==> src/rtl/reg_file_param_pkg.sv <==
// Shared types and default sizes for the parameterised register file and
// its clear sequencer.
package reg_file_param_pkg;

  typedef enum logic {
    IDLE  = 1'b0,
    SWEEP = 1'b1
  } clr_state_t;

  localparam int DEF_DATA_W = 8;
  localparam int DEF_ADDR_W = 3;

endpackage

==> src/rtl/reg_clear_seq.sv <==
// Sweep-clear sequencer: on a CLEAR request, walks every register address
// once, producing a clear enable and address, and reports BUSY meanwhile.
module reg_clear_seq
  import reg_file_param_pkg::*;
#(
  parameter int ADDR_W = DEF_ADDR_W
) (
  input  logic              i_clk,
  input  logic              i_rst_n,
  input  logic              i_clear,
  output logic              o_busy,
  output logic              o_clr_en,
  output logic [ADDR_W-1:0] o_clr_addr
);

  localparam logic [ADDR_W-1:0] LAST_ADDR = '1;

  clr_state_t        r_state;
  clr_state_t        w_state_next;
  logic [ADDR_W-1:0] r_cnt;
  logic [ADDR_W-1:0] w_cnt_next;

  always_ff @(posedge i_clk or negedge i_rst_n) begin
    if (!i_rst_n) begin
      r_state <= IDLE;
      r_cnt   <= '0;
    end else begin
      r_state <= w_state_next;
      r_cnt   <= w_cnt_next;
    end
  end

  // CLEAR is only sampled in IDLE, so a request during a sweep never restarts it.
  always_comb begin
    w_state_next = r_state;
    w_cnt_next   = r_cnt;
    case (r_state)
      IDLE: begin
        if (i_clear) begin
          w_state_next = SWEEP;
          w_cnt_next   = '0;
        end
      end
      SWEEP: begin
        w_cnt_next = r_cnt + 1'b1;
        if (r_cnt == LAST_ADDR) begin
          w_state_next = IDLE;
        end
      end
      default: w_state_next = IDLE;
    endcase
  end

  assign o_busy     = (r_state == SWEEP);
  assign o_clr_en   = (r_state == SWEEP);
  assign o_clr_addr = r_cnt;

endmodule

==> src/rtl/reg_file_param.sv <==
// Parameterised register file: one write port, two combinational read ports,
// optional hard-wired zero register, optional write-to-read bypass, sweep clear.
module reg_file_param
  import reg_file_param_pkg::*;
#(
  parameter int DATA_W   = DEF_DATA_W,
  parameter int ADDR_W   = DEF_ADDR_W,
  parameter int ZERO_REG = 0,
  parameter int BYPASS   = 1
) (
  input  logic              i_clk,
  input  logic              i_rst_n,
  input  logic [DATA_W-1:0] i_in,
  input  logic [ADDR_W-1:0] i_in_address,
  input  logic              i_write,
  input  logic [ADDR_W-1:0] i_out1_address,
  input  logic [ADDR_W-1:0] i_out2_address,
  output logic [DATA_W-1:0] o_out1,
  output logic [DATA_W-1:0] o_out2,
  input  logic              i_clear,
  output logic              o_busy,
  output logic              o_write_dropped
);

  localparam int DEPTH = 1 << ADDR_W;

  logic [DATA_W-1:0] r_mem [DEPTH];
  logic              r_write_dropped;
  logic              w_busy;
  logic              w_clr_en;
  logic [ADDR_W-1:0] w_clr_addr;
  logic              w_zero_target;
  logic              w_wr_legal;
  logic [ADDR_W-1:0] w_raddr [2];

  reg_clear_seq #(
    .ADDR_W(ADDR_W)
  ) u_clear_seq (
    .i_clk      (i_clk),
    .i_rst_n    (i_rst_n),
    .i_clear    (i_clear),
    .o_busy     (w_busy),
    .o_clr_en   (w_clr_en),
    .o_clr_addr (w_clr_addr)
  );

  // Writes to a hard-wired zero register vanish silently rather than counting as refused.
  assign w_zero_target = (ZERO_REG != 0) && (i_in_address == '0);
  assign w_wr_legal    = i_write && !w_busy && !w_zero_target;

  always_ff @(posedge i_clk or negedge i_rst_n) begin
    if (!i_rst_n) begin
      for (int i = 0; i < DEPTH; i++) begin
        r_mem[i] <= '0;
      end
      r_write_dropped <= 1'b0;
    end else begin
      if (w_clr_en) begin
        r_mem[w_clr_addr] <= '0;
      end else if (w_wr_legal) begin
        r_mem[i_in_address] <= i_in;
      end
      r_write_dropped <= i_write && w_busy;
    end
  end

  assign w_raddr[0] = i_out1_address;
  assign w_raddr[1] = i_out2_address;

  for (genvar gi = 0; gi < 2; gi++) begin : g_rd
    logic [DATA_W-1:0] w_rd;
    always_comb begin
      w_rd = r_mem[w_raddr[gi]];
      if ((ZERO_REG != 0) && (w_raddr[gi] == '0)) begin
        w_rd = '0;
      end else if ((BYPASS != 0) && w_wr_legal && (w_raddr[gi] == i_in_address)) begin
        w_rd = i_in;
      end
    end
  end

  assign o_out1          = g_rd[0].w_rd;
  assign o_out2          = g_rd[1].w_rd;
  assign o_busy          = w_busy;
  assign o_write_dropped = r_write_dropped;

endmodule

==> config.mk <==
export PLATFORM = sky130hd
export DESIGN_NAME = reg_file_param
export DESIGN_NICKNAME = d
export VERILOG_FILES = /design/src/rtl/reg_file_param_pkg.sv /design/src/rtl/reg_clear_seq.sv /design/src/rtl/reg_file_param.sv
export SDC_FILE = /design/constraint.sdc
export NUM_CORES = 1
export LEC_CHECK = 0
export ABC_AREA = 0
export BUFFER_PORTS_ARGS = -buffer_cell sky130_fd_sc_hd__buf_2
export CAP_MARGIN = 20
export CORE_MARGIN = 2
export CORE_UTILIZATION = 35
export CTS_CLUSTER_DIAMETER = 100
export DETAILED_ROUTE_END_ITERATION = 10
export GPL_TIMING_DRIVEN = 0
export PLACE_DENSITY_LB_ADDON = 0.05
export SLEW_MARGIN = 30
export SYNTH_ARGS = -nofsm -noshare
export SYNTH_HDL_FRONTEND = slang
export SYNTH_HIERARCHICAL = 1
export SYNTH_SLANG_ARGS = --single-unit
==> constraint.sdc <==
create_clock -name i_clk -period 2.6 [get_ports i_clk]
set_clock_uncertainty 0.05 [all_clocks]
set_input_delay 0.26 -clock i_clk [delete_from_list [all_inputs] [get_ports i_clk]]
set_output_delay 0.26 -clock i_clk [all_outputs]
set_load 0.05 [all_outputs]
==> flow_summary_export.csv <==
group,metric,value,unit
place,place_inst,443,
route,firstDrtPassIters,4,
power,swShare,34.1,%
clocking,cts-root-buf,"clkbuf_16",
critical_path,cp_slowest_cell,"mux4_1",
global_route,track_usage,19.2,%
critical_path,path_max_fanout,3,
synthesis,ys_warn_count,6,
floorplanning,die_w,112,µm
layout,layout.area.seq,1730,µm²
synthesis,synth_async_sr_flop_share,100,%
power,p_int,2.27,mW
global_route,grtUsageMet2,28.6,%
layout,nets,335,
timing,finalHoldViolCount,0,
floorplanning,die_area,12500,µm²
critical_path,r2r_end,"r_mem[12]",
timing,slew-limit-headroom,34.6,%
clocking,htreeDepth,3,
critical_path,crit_required,2290,ps
place,routabilityCongestion,0.719,
floorplanning,pin_count,39,
run,timing.max_cap.violations,0,
clocking,clock_sinks,69,
clocking,clk_path_buf_depth,2,
synthesis,syn_avg_cell_area,14.7,µm²
critical_path,crit_path_start_kind,"flop",
synthesis,seq_area_frac_synth,42.4,%
layout,fill_cells,1054,
critical_path,cp-end-kind,"output pin",
synthesis,synthesis.nets,299,
route,via_per_inst,6.00,
layout,stdcell_area,4700,µm²
clocking,clk_pin_slew,50,ps
min_path,hp-start,"i_clear",
critical_path,cp_slowest_stage_delay,590,ps
floorplanning,rows,39,
critical_path,crit_path_cell_trace,"mux4_1 > mux2_2 > mux2_4 > buf_2",
power,seqPwrFrac,38.8,%
floorplanning,die_h,112,µm
route,wire_per_inst,25.4,µm
power,pwr-share-comb,28.7,%
route,drcViolationCount,0,
min_path,hold_path.class,"in -> reg",
global_route,grt_use_met3,4.79,%
place,dp_hpwl,7770,µm
layout,multi_input_area,2180,µm²
power,ir_drop,0.462,mV
layout,antennaDiodeCount,0,
global_route,grt_pass1_wl,17700,µm
min_path,min_to,"u_clear_seq/o_busy",
critical_path,cp_top_family,"multiplexers",
power,clockPowerShare,32.6,%
run_status,status,"completed",
global_route,antenna_found_initial,0,
synthesis,ys_ff_latch,69,
synthesis,syn_inst,276,
layout,fin_cells,458,
route,drtIter0Drc,180,
floorplanning,start_util,35.8,%
global_route,grt_pass1_vias,2771,
synthesis,syn_area,4070,µm²
place,placed_area,4400,µm²
layout,drive_gt1_share,33.0,%
critical_path,critPathBufInv,1,
floorplanning,design.core.area,11400,µm²
timing,setup_viol,0,
critical_path,rrSetupSlack,270,ps
clocking,cts_buffers,9,
synthesis,synth_flop_cell,"dfrtp_1",
power,p_switching,1.18,mW
clocking,clock_latency,330,ps
global_route,overflow,0,
route,drt-total-wl,11600,µm
power,power.density,734,nW/µm²
timing,period_minus_slack,2380,ps
global_route,grtUsageMet1,28.4,%
timing,fin_crit_sh,91.7,%
clocking,cts_setup_buffers,0,
synthesis,ys_types,34,
power,p_leak,2.24,nW
timing,slew_viol_final,0,
clocking,cts_tree,"built",
synthesis,synth_edf_count,0,
layout,syn_to_final_growth,15.5,%
global_route,grt-busiest-layer,"met2",
critical_path,rr_worst_depth,5,
critical_path,rr_startpoint,"u_clear_seq/o_busy",
route,ant_nets,0,
place,portBuffers,22,
global_route,grt_max_degree,47,
timing,rsz0062_at_grt,"false",
timing,worstMarginPinSlew,981,ps
timing,clock.fmax,419,MHz
min_path,holdPathStages,3,
critical_path,path_class,"reg -> out",
critical_path,arrival,2070,ps
route,vias,2747,
-- cells in the mapped netlist, types with 2 or more instances --
library cell	count	area, µm²
a22o_1	66	578
and2_1	4	25.0
buf_12	2	40.0
nand3b_1	2	15.0
buf_2	6	30.0
ha_1	2	25.0
nor4bb_1	2	20.0
inv_1	2	7.51
or3b_1	2	17.5
mux2_4	16	240
buf_6	2	22.5
xnor2_1	6	52.6
buf_1	8	30.0
dfrtp_1	69	1730
mux4_1	16	420
nor3b_1	3	22.5
and4b_1	3	30.0
and3b_1	2	17.5
buf_8	2	30.0
mux2_2	16	180
a21oi_1	6	30.0
a32oi_1	2	17.5
nand4_2	2	25.0
nor2_1	5	18.8
mux2i_1	2	20.0
clkbuf_1	5	18.8
mux4_2	16	360
-- per-stage QoR --
stage	hold slack [ps]	power [mW]	util (%)	TNS [ps]	worst slack, ps
floorplan	-85.6	2.01	-	0	571
global placement	438	2.30	38.3	0	165
detailed placement	154	2.33	38.7	0	139
CTS	128	3.48	41.1	-43.1	-14.6
global route	152	3.62	41.3	0	69.6
finish	138	3.45	41.3	0	215
-- cells in the final DEF, fill, tap and decap left out, types with 3 or more instances in the layout --
cell / synthesis / layout
clkbuf_16: 0 / 9
a21oi_1: 6 / 4
clkbuf_1: 5 / 6
buf_1: 8 / 8
buf_4: 1 / 3
mux2_4: 16 / 16
a22o_1: 66 / 66
and2_1: 4 / 4
nor2_1: 5 / 5
nor3b_1: 3 / 3
mux2_2: 16 / 16
xnor2_1: 6 / 6
dfrtp_1: 69 / 69
buf_2: 6 / 27
mux4_2: 16 / 16
and4b_1: 3 / 3
mux4_1: 16 / 16
-- worst max-delay path by stage --
stage / start / cells after the start / slack (ps) / end
finish: r_mem[53] / 4 / 220 / o_out1[5]
global route: u_clear_seq/o_busy / 5 / 70 / r_mem[38]
CTS: u_clear_seq/o_busy / 4 / -10 / o_out1[4]
detailed placement: i_out1_address[1] / 6 / 140 / o_out1[4]
global placement: i_out1_address[1] / 6 / 170 / o_out1[4]
floorplan: u_clear_seq/o_busy / 3 / 570 / o_out1[0]
-- what timing repair did --
action                                  4_1_cts  5_1_grt
endpoints found under the setup margin        4       12
resized for setup                             0        3
hold buffers                                  1        0
endpoints found under the hold margin        23        0
-- power by group through the flow --
stage,registers [mW],clock network (mW),logic [mW]
finish,1.34,1.12,0.987
global placement,1.34,0,0.962
detailed placement,1.35,0,0.983
CTS,1.33,1.16,0.988
global route,1.36,1.20,1.06
floorplan,1.35,0,0.657
-- worst min-delay path: cells and delay by family --
kind	cells	cell delay, ps
multiplexers	1	50
buffers and inverters	2	160
-- metal layers --
layer / routed length [µm] / share of wire [%] / vias to the layer above
li1: - / - / 1207
met1: 5430 / 47 / 1463
met2: 5490 / 47 / 69
met3: 577 / 5.0 / 8
met4: 121 / 1.0 / 0
met5: 0 / 0 / -
-- state kept, by name (all words and copies together), names as in the netlist --
signal and count:
u_clear_seq/o_busy 1, o_write_dropped 1, r_mem 64, u_clear_seq/o_clr_addr 3
-- kinds of logic after synthesis --
family                   share of synthesized area (%)
flip-flops                                        42.4
AO/OA/AOI/OAI                                     15.4
adder cells (fa/ha/maj)                          0.615
AND/OR/NAND/NOR                                   5.66
multiplexers                                      30.0
XOR/XNOR                                          1.29
buffers and inverters                             4.58
-- final cells by class --
| type | count | area share [%] |
|---|---|---|
| well taps | 143 | 3.81 |
| multi-input cells | 179 | 46.4 |
| clock inverters | 2 | 0.213 |
| flip-flops and latches | 69 | 36.8 |
| repair buffers | 25 | 3.36 |
| clock buffers | 12 | 5.46 |
| plain buffers | 26 | 3.81 |
| inverters | 2 | 0.160 |
(Power assumes the default switching activity.)
